<file path="src/rtl/config_loader_pkg.sv">
// Shared constants and types for the fabric configuration loader.
// Frame address map: logic tiles occupy the low addresses, switch boxes follow.
package cfg_pkg;

  localparam logic [7:0] SYNC_BYTE = 8'hA5;

  localparam int FRAME_BYTES_DEF = 5;
  localparam int NUM_FRAMES_DEF  = 58;
  localparam int ADDR_W_DEF      = 6;

  localparam int NUM_TILES   = 17;
  localparam int NUM_SWITCH  = 41;
  localparam int TILE_BASE   = 0;
  localparam int SWITCH_BASE = TILE_BASE + NUM_TILES;

  typedef enum logic [2:0] {
    ST_SYNC,
    ST_COUNT,
    ST_LOAD,
    ST_CHECK,
    ST_DONE,
    ST_ERROR
  } state_t;

  // Legal frame count: at least one frame, no more than the fabric holds.
  function automatic logic count_ok(input logic [7:0] n, input int max_frames);
    return (n != 8'd0) && (int'(n) <= max_frames);
  endfunction

endpackage

</file>
<file path="src/rtl/config_loader_if.sv">
// Byte-stream input handshake plus the frame write bus towards the fabric.
interface config_loader_if #(
  parameter int FRAME_BYTES = 5,
  parameter int ADDR_W      = 6
);
  logic [7:0]               din;
  logic                     din_valid;
  logic                     din_ready;
  logic [ADDR_W-1:0]        cfg_addr;
  logic [8*FRAME_BYTES-1:0] cfg_data;
  logic                     cfg_we;

  modport master (output din, din_valid, input din_ready, cfg_addr, cfg_data, cfg_we);
  modport slave  (input din, din_valid, output din_ready, cfg_addr, cfg_data, cfg_we);
endinterface

</file>
<file path="src/rtl/config_loader_frame_assembler.sv">
// Packs accepted bytes little-endian into one frame; o_frame is complete
// (combinationally, including the current byte) when o_last is high.
module cfg_frame_assembler #(
  parameter int FRAME_BYTES = 5
) (
  input  logic                     clock,
  input  logic                     reset,
  input  logic                     i_clr,
  input  logic                     i_vld,
  input  logic [7:0]               i_byte,
  output logic [8*FRAME_BYTES-1:0] o_frame,
  output logic                     o_last
);
  localparam int W     = 8 * FRAME_BYTES;
  localparam int IDX_W = (FRAME_BYTES > 1) ? $clog2(FRAME_BYTES) : 1;
  localparam logic [IDX_W-1:0] LAST_IDX = IDX_W'(FRAME_BYTES - 1);

  logic [IDX_W-1:0] r_idx;
  logic [W-9:0]     r_sh;

  // Newest byte enters at the top so the first byte ends up in [7:0].
  assign o_frame = {i_byte, r_sh};
  assign o_last  = (r_idx == LAST_IDX);

  always_ff @(posedge clock or negedge reset) begin
    if (!reset) begin
      r_idx <= '0;
      r_sh  <= '0;
    end else if (i_clr) begin
      r_idx <= '0;
    end else if (i_vld) begin
      r_sh  <= o_frame[W-1:8];
      r_idx <= o_last ? '0 : r_idx + 1'b1;
    end
  end

endmodule

</file>
<file path="src/rtl/config_loader.sv">
// Framed bitstream loader: hunts for sync, checks count, writes frames to the
// fabric and releases fabric reset only after a clean checksum.
module config_loader
  import cfg_pkg::*;
#(
  parameter int FRAME_BYTES = FRAME_BYTES_DEF,
  parameter int NUM_FRAMES  = NUM_FRAMES_DEF,
  parameter int ADDR_W      = ADDR_W_DEF
) (
  input  logic             clock,
  input  logic             reset,
  input  logic             restart,
  config_loader_if.slave   bus,
  output logic             done,
  output logic             error,
  output logic             fabric_reset_n
);
  localparam int W = 8 * FRAME_BYTES;

  state_t            r_state, w_next;
  logic [ADDR_W-1:0] r_fidx, r_last;
  logic [7:0]        r_csum;
  logic [ADDR_W-1:0] r_cfg_addr;
  logic [W-1:0]      r_cfg_data;
  logic              r_cfg_we;

  logic         w_ready, w_acc, w_ld_byte, w_clr, w_last, w_frame_done;
  logic [W-1:0] w_frame;

  assign w_acc        = bus.din_valid & w_ready;
  assign w_ld_byte    = w_acc && (r_state == ST_LOAD);
  assign w_clr        = w_acc && (r_state == ST_COUNT);
  assign w_frame_done = w_ld_byte & w_last;

  cfg_frame_assembler #(.FRAME_BYTES(FRAME_BYTES)) u_asm (
    .clock   (clock),
    .reset   (reset),
    .i_clr   (w_clr),
    .i_vld   (w_ld_byte),
    .i_byte  (bus.din),
    .o_frame (w_frame),
    .o_last  (w_last)
  );

  always_ff @(posedge clock or negedge reset) begin
    if (!reset) r_state <= ST_SYNC;
    else        r_state <= w_next;
  end

  always_comb begin
    w_next = r_state;
    case (r_state)
      ST_SYNC:  if (w_acc && bus.din == SYNC_BYTE) w_next = ST_COUNT;
      ST_COUNT: if (w_acc) w_next = count_ok(bus.din, NUM_FRAMES) ? ST_LOAD : ST_ERROR;
      ST_LOAD:  if (w_frame_done && r_fidx == r_last) w_next = ST_CHECK;
      ST_CHECK: if (w_acc) w_next = (bus.din == r_csum) ? ST_DONE : ST_ERROR;
      ST_DONE,
      ST_ERROR: if (restart) w_next = ST_SYNC;
      default:  w_next = ST_SYNC;
    endcase
  end

  always_comb begin
    w_ready        = 1'b1;
    done           = 1'b0;
    error          = 1'b0;
    fabric_reset_n = 1'b0;
    case (r_state)
      ST_DONE: begin
        w_ready        = 1'b0;
        done           = 1'b1;
        fabric_reset_n = 1'b1;
      end
      ST_ERROR: begin
        w_ready = 1'b0;
        error   = 1'b1;
      end
      default: ;
    endcase
  end

  // Frames go out before the checksum is known; the fabric stays in reset
  // until DONE, so a bad image never runs.
  always_ff @(posedge clock or negedge reset) begin
    if (!reset) begin
      r_fidx     <= '0;
      r_last     <= '0;
      r_csum     <= '0;
      r_cfg_addr <= '0;
      r_cfg_data <= '0;
      r_cfg_we   <= 1'b0;
    end else begin
      r_cfg_we <= w_frame_done;
      if (w_clr) begin
        r_fidx <= '0;
        r_last <= ADDR_W'(bus.din - 8'd1);
        r_csum <= '0;
      end
      if (w_ld_byte) r_csum <= r_csum ^ bus.din;
      if (w_frame_done) begin
        r_cfg_addr <= r_fidx;
        r_cfg_data <= w_frame;
        r_fidx     <= r_fidx + 1'b1;
      end
    end
  end

  assign bus.din_ready = w_ready;
  assign bus.cfg_addr  = r_cfg_addr;
  assign bus.cfg_data  = r_cfg_data;
  assign bus.cfg_we    = r_cfg_we;

endmodule

</file>
<file path="src/flat_wrapper.sv">
// flat-port wrapper written by rule: the top's interface ports become plain ports
module config_loader_flat import cfg_pkg::*;
#(
  parameter int FRAME_BYTES = FRAME_BYTES_DEF,
  parameter int NUM_FRAMES  = NUM_FRAMES_DEF,
  parameter int ADDR_W      = ADDR_W_DEF
)
  (clock, reset, restart, done, error, fabric_reset_n, bus_din, bus_din_valid, bus_din_ready, bus_cfg_addr, bus_cfg_data, bus_cfg_we);
  config_loader_if #(.FRAME_BYTES(FRAME_BYTES), .ADDR_W(ADDR_W)) bus_i ();
  input  logic clock;
  input  logic reset;
  input  logic restart;
  output logic done;
  output logic error;
  output logic fabric_reset_n;
  input wire logic [$bits(bus_i.din)-1:0] bus_din;
  input wire logic [$bits(bus_i.din_valid)-1:0] bus_din_valid;
  output wire logic [$bits(bus_i.din_ready)-1:0] bus_din_ready;
  output wire logic [$bits(bus_i.cfg_addr)-1:0] bus_cfg_addr;
  output wire logic [$bits(bus_i.cfg_data)-1:0] bus_cfg_data;
  output wire logic [$bits(bus_i.cfg_we)-1:0] bus_cfg_we;
  assign bus_i.din = bus_din;
  assign bus_i.din_valid = bus_din_valid;
  assign bus_din_ready = bus_i.din_ready;
  assign bus_cfg_addr = bus_i.cfg_addr;
  assign bus_cfg_data = bus_i.cfg_data;
  assign bus_cfg_we = bus_i.cfg_we;
  config_loader #(.FRAME_BYTES(FRAME_BYTES), .NUM_FRAMES(NUM_FRAMES), .ADDR_W(ADDR_W)) u_core (.clock(clock), .reset(reset), .restart(restart), .bus(bus_i), .done(done), .error(error), .fabric_reset_n(fabric_reset_n));
endmodule
</file>
<file path="config.mk">
export PLATFORM = sky130hd
export DESIGN_NAME = config_loader_flat
export DESIGN_NICKNAME = d
export VERILOG_FILES = /design/src/rtl/config_loader_pkg.sv /design/src/rtl/config_loader_if.sv /design/src/rtl/config_loader_frame_assembler.sv /design/src/rtl/config_loader.sv /design/src/flat_wrapper.sv
export SDC_FILE = /design/constraint.sdc
export NUM_CORES = 1
export LEC_CHECK = 0
export CORE_MARGIN = 4
export CORE_UTILIZATION = 35
export DETAILED_ROUTE_END_ITERATION = 8
export SLEW_MARGIN = 20
export SYNTH_ARGS = -nofsm -noshare
export SYNTH_HDL_FRONTEND = slang
export SYNTH_SLANG_ARGS = --single-unit
</file>
<file path="constraint.sdc">
create_clock -name clock -period 2 [get_ports clock]
set_input_delay 0.3 -clock clock [delete_from_list [all_inputs] [get_ports clock]]
set_output_delay 0.3 -clock clock [all_outputs]
set_load 0.005 [all_outputs]
</file>
==> metrics.sh <==
PIN_COUNT_OF_THE_BIGGEST_NET_ENTERING_GLOBAL_ROUTING=53
CAP_VIOLATIONS=0
ANT_NETS=0
TRANSITION_TIME_AT_THE_PIN_WITH_THE_LEAST_SLEW_MARGIN_PS=495
CLK_PIN_SLEW_WORST_PATHS_PS=70
TYPE_OF_THE_WORST_SETUP_PATH='flip-flop to output port'
POWER.DENSITY_CELL_AREA_mW_PER_MM2=952
POST_SYNTH_INSTANCE_AREA_MM2=0.00447
CLKSINKCOUNT=105
START_UTIL=0.356
CRIT_SLOWEST_CELL='clkdlybuf4s50_1'
TOP_AREA_CELL_TYPE_SHARE_OF_THE_NETLIST_AREA=0.587
FINCLKSKEW_PS=7.53
ACHIEVABLE-FREQUENCY_MHz=520
SYNTHESIS.INSTANCES=501
ANTENNA_CELLS_INSERTED=0
FINALCRITICALPERIOD_PS=1920
DR_TOTAL_VIAS=3457
PATH_CELLS='inv_1, and3_1, clkdlybuf4s50_1'
CORE_MM2=0.0126
FINALMAXSLEWVIOLATIONS=0
DIE-AREA_MM2=0.0147
TIMING.CRITICAL_PATH.ARRIVAL_PS=1620
CTSHTREEMAXLEVEL=3
FINAL_NET_COUNT=591
FINAL.PERIOD_UTILIZATION=0.961
SYNTH-SEQ-CELLS=105
NUM_IO_PINS=63
DR.FIRST_ITER.DRC_COUNT=262
PRE_CTS_SLACK_PS=-43.4
SYNTH_CELL_TYPE_COUNT=39
FIRST_GLOBAL_VIAS=3468
R2R_START='u_core.u_asm.r_idx[0]'
LAYOUT-DRIVE-GT1-SHARE=0.0848
GRT_FIRST_PASS_WIRELENGTH_UM=17100
SETUP.WORST_PATH.END_CLASS='output port'
FIRST_PASS_ITERS=4
CRITICAL-PATH-TOP-DELAY-FAMILY='buffers and inverters'
WORST_R2R_ENDPOINT='u_core.r_state[0]'
TRITONCTS='done'
HPWLAFTERDP_UM=6850
DETAIL_ROUTE.DRC_VIOLATIONS=0
DIE_H_UM=121
FILL_COUNT=1217
GRT_OVERFLOW=0
CLOCK_LATENCY_PS=350
MAX-VDD-IR-DROP_V=0.000440
CORE.ROWCOUNT=41
NUMPLACEDINSTANCES=732
SYNTHDOMINANTAREACELLTYPE='dfrtp_1'
SYNTH_AREA_LEADERS='dfrtp_1, nand2_1, o21ai_0'
ROUTED_VIA_DENSITY=4.61
WARNING_COUNT_FROM_THE_YOSYS_RUN=0
CTSLONGESTPATHBUFFERS=2
WIRELENGTH_UM=9910
FINAL-SETUP-VIOL-COUNT=0
LEAKAGEPOWER_nW=2.91
AVGSYNTHCELLAREA_UM2=8.93
RUN_STATUS='completed'
CRITICAL_PATH_PEAK_FANOUT=8
POST-ROUTE-UTIL=0.454
SETUP_WS_PS=77.5
CLOCKROOTBUFFER='clkbuf_16'
GROUTE.USAGE.OVERALL=0.145
ANTENNA_VIOLATIONS_BEFORE_REPAIR=0
FINAL.SETUP.TNS_PS=0
CTS-BUFFERS-INSERTED=9
WL_PER_CELL_UM=13.2
LAYOUT-AREA-OVERHEAD-VS-SYNTH_PCT=27.4
HOLD_VIOL_FINAL=0
REG2REG_SLACK_PS=420
SYNTH_NETS=519
FINAL_CELL_COUNT_NO_FILL=750
DIE_X_UM=121
TIMING.SLEW.HEADROOM=0.669
CP.REQUIRED_PS=1700
PORT-BUFFER-COUNT=62
WORSTHOLDPATHTYPE='input port to asynchronous set/reset pin'
STARTPOINT_TYPE='flip-flop'
RR_WORST_DEPTH=6
CRITICAL_PATH_BUF_INV_COUNT=2
SLOWEST_DELAY_PS=510
PLACE.GP.CONGESTION=0.836
SYNTH_SEQUENTIAL_AREA_RATIO=0.587
[worst register-to-register path, delay by kind of cell, from the launching register on]
kind / cells / cell delay (ps)
compound gates: 2 / 280
fa+ha+maj: 1 / 250
buf+inv: 1 / 70
flops: 1 / 410
simple gates: 2 / 510
[timing repair]
| item | 4_1_cts | 5_1_grt |
|---|---|---|
| hold endpoints to repair | 35 | 0 |
| resized for setup | 2 | 0 |
| setup endpoints to repair | 2 | 3 |
| hold buffers | 1 | 0 |
| setup buffers | 0 | 1 |
[report_power, final]
part | internal [mW] | switching [mW]
sequential | 2.47 | 0.293
combinational | 0.440 | 0.539
clock | 0.857 | 0.824
[sequential cells by signal, summed over array words and instances, names as in the netlist]
signal	cells
u_core.bus.cfg_data	40
u_core.u_asm.r_sh	32
u_core.r_csum	8
u_core.bus.cfg_addr	6
u_core.r_fidx	6
u_core.r_last	6
u_core.r_state	3
u_core.u_asm.r_idx	3
u_core.bus.cfg_we	1
[cells by family after synthesis]
logic type,share of synthesized area
xor gates and xnor gates,0.0372
adders and majority gates,0.0168
DFF,0.587
AOI/OAI and AO/OA,0.0523
and+or+nand+nor,0.270
muxes,0.00224
buffers and inverters,0.0347
[synthesized netlist by cell type, drive strengths merged]
| library cell | count |
|---|---|
| nand4bb | 1 |
| nand3b | 1 |
| and4bb | 1 |
| a211o | 1 |
| nand4 | 4 |
| a21oi | 2 |
| nor2b | 1 |
| and4b | 1 |
| nor4 | 3 |
| o22ai | 1 |
| o2111ai | 1 |
| a21boi | 1 |
| inv | 6 |
| or3b | 1 |
| nand3 | 7 |
| ha | 6 |
| mux2i | 1 |
| a31oi | 1 |
| and3 | 2 |
| nand2 | 247 |
| nor3 | 4 |
| nand2b | 2 |
| xor2 | 12 |
| o41ai | 1 |
| nor2 | 19 |
| buf | 16 |
| o21ai | 32 |
| a32oi | 1 |
| clkbuf | 11 |
| dfrtp | 105 |
| nor4bb | 1 |
| o32ai | 1 |
| xnor2 | 7 |
[cells in the final DEF, fill, tap and decap left out, types with 2 or more instances in the layout]
| cell type | Yosys | routed |
|---|---|---|
| dfrtp_1 | 105 | 104 |
| ha_1 | 6 | 6 |
| nor4_1 | 3 | 3 |
| clkinv_2 | 0 | 3 |
| inv_6 | 0 | 2 |
| xor2_1 | 12 | 12 |
| clkdlybuf4s50_1 | 0 | 61 |
| xnor2_1 | 7 | 7 |
| buf_12 | 0 | 3 |
| clkbuf_16 | 0 | 9 |
| inv_1 | 5 | 5 |
| nand2_1 | 247 | 247 |
| nand3_1 | 6 | 6 |
| nand4_1 | 4 | 4 |
| o21ai_1 | 2 | 2 |
| o21ai_0 | 30 | 30 |
| nor2_1 | 19 | 19 |
| a21oi_1 | 2 | 2 |
| buf_4 | 2 | 23 |
| and3_1 | 2 | 2 |
| nor3_1 | 3 | 3 |
[worst max-delay path by stage]
stage	start	endpoint	slack [ps]	depth (start not counted)
after detailed placement	bus_din[0]	u_core.r_state[0]	-40	8
after floorplan	u_core.r_state[0]	u_core.r_fidx[4]	470	8
after CTS	u_core.r_state[1]	done	40	3
final	u_core.r_state[1]	error	80	3
after global placement	bus_din[0]	u_core.r_state[0]	20	8
after global routing	u_core.r_state[2]	done	-7	4
[routing by layer]
layer	wire length [um]	GRT usage	share of wire
met1	4770	0.202	0.48
met2	4670	0.226	0.47
met3	363	0.0214	0.037
met4	114	0.0581	0.012
met5	0	0	0
[metrics by stage]
| stage | total power, mW | hold slack [ps] | area (um2) |
|---|---|---|---|
| final | 5.43 | 465 | 5700 |
| after global routing | 5.78 | 486 | 5700 |
| after detailed placement | 3.76 | 299 | 5400 |
| after floorplan | 3.37 | 4.41 | 4470 |
| after global placement | 3.73 | 293 | 5400 |
| after CTS | 5.47 | 467 | 5690 |
[final cells by class]
cell class | count | area (um2) | share of cell area
repair buffers | 88 | 853 | 0.150
inverters | 6 | 22.5 | 0.00395
clock inverters | 7 | 51.3 | 0.00900
clock buffers | 9 | 225 | 0.0395
well taps | 172 | 215 | 0.0378
flip-flops and latches | 105 | 2630 | 0.461
multi-input cells | 363 | 1700 | 0.299
(Power assumes the default switching activity.)
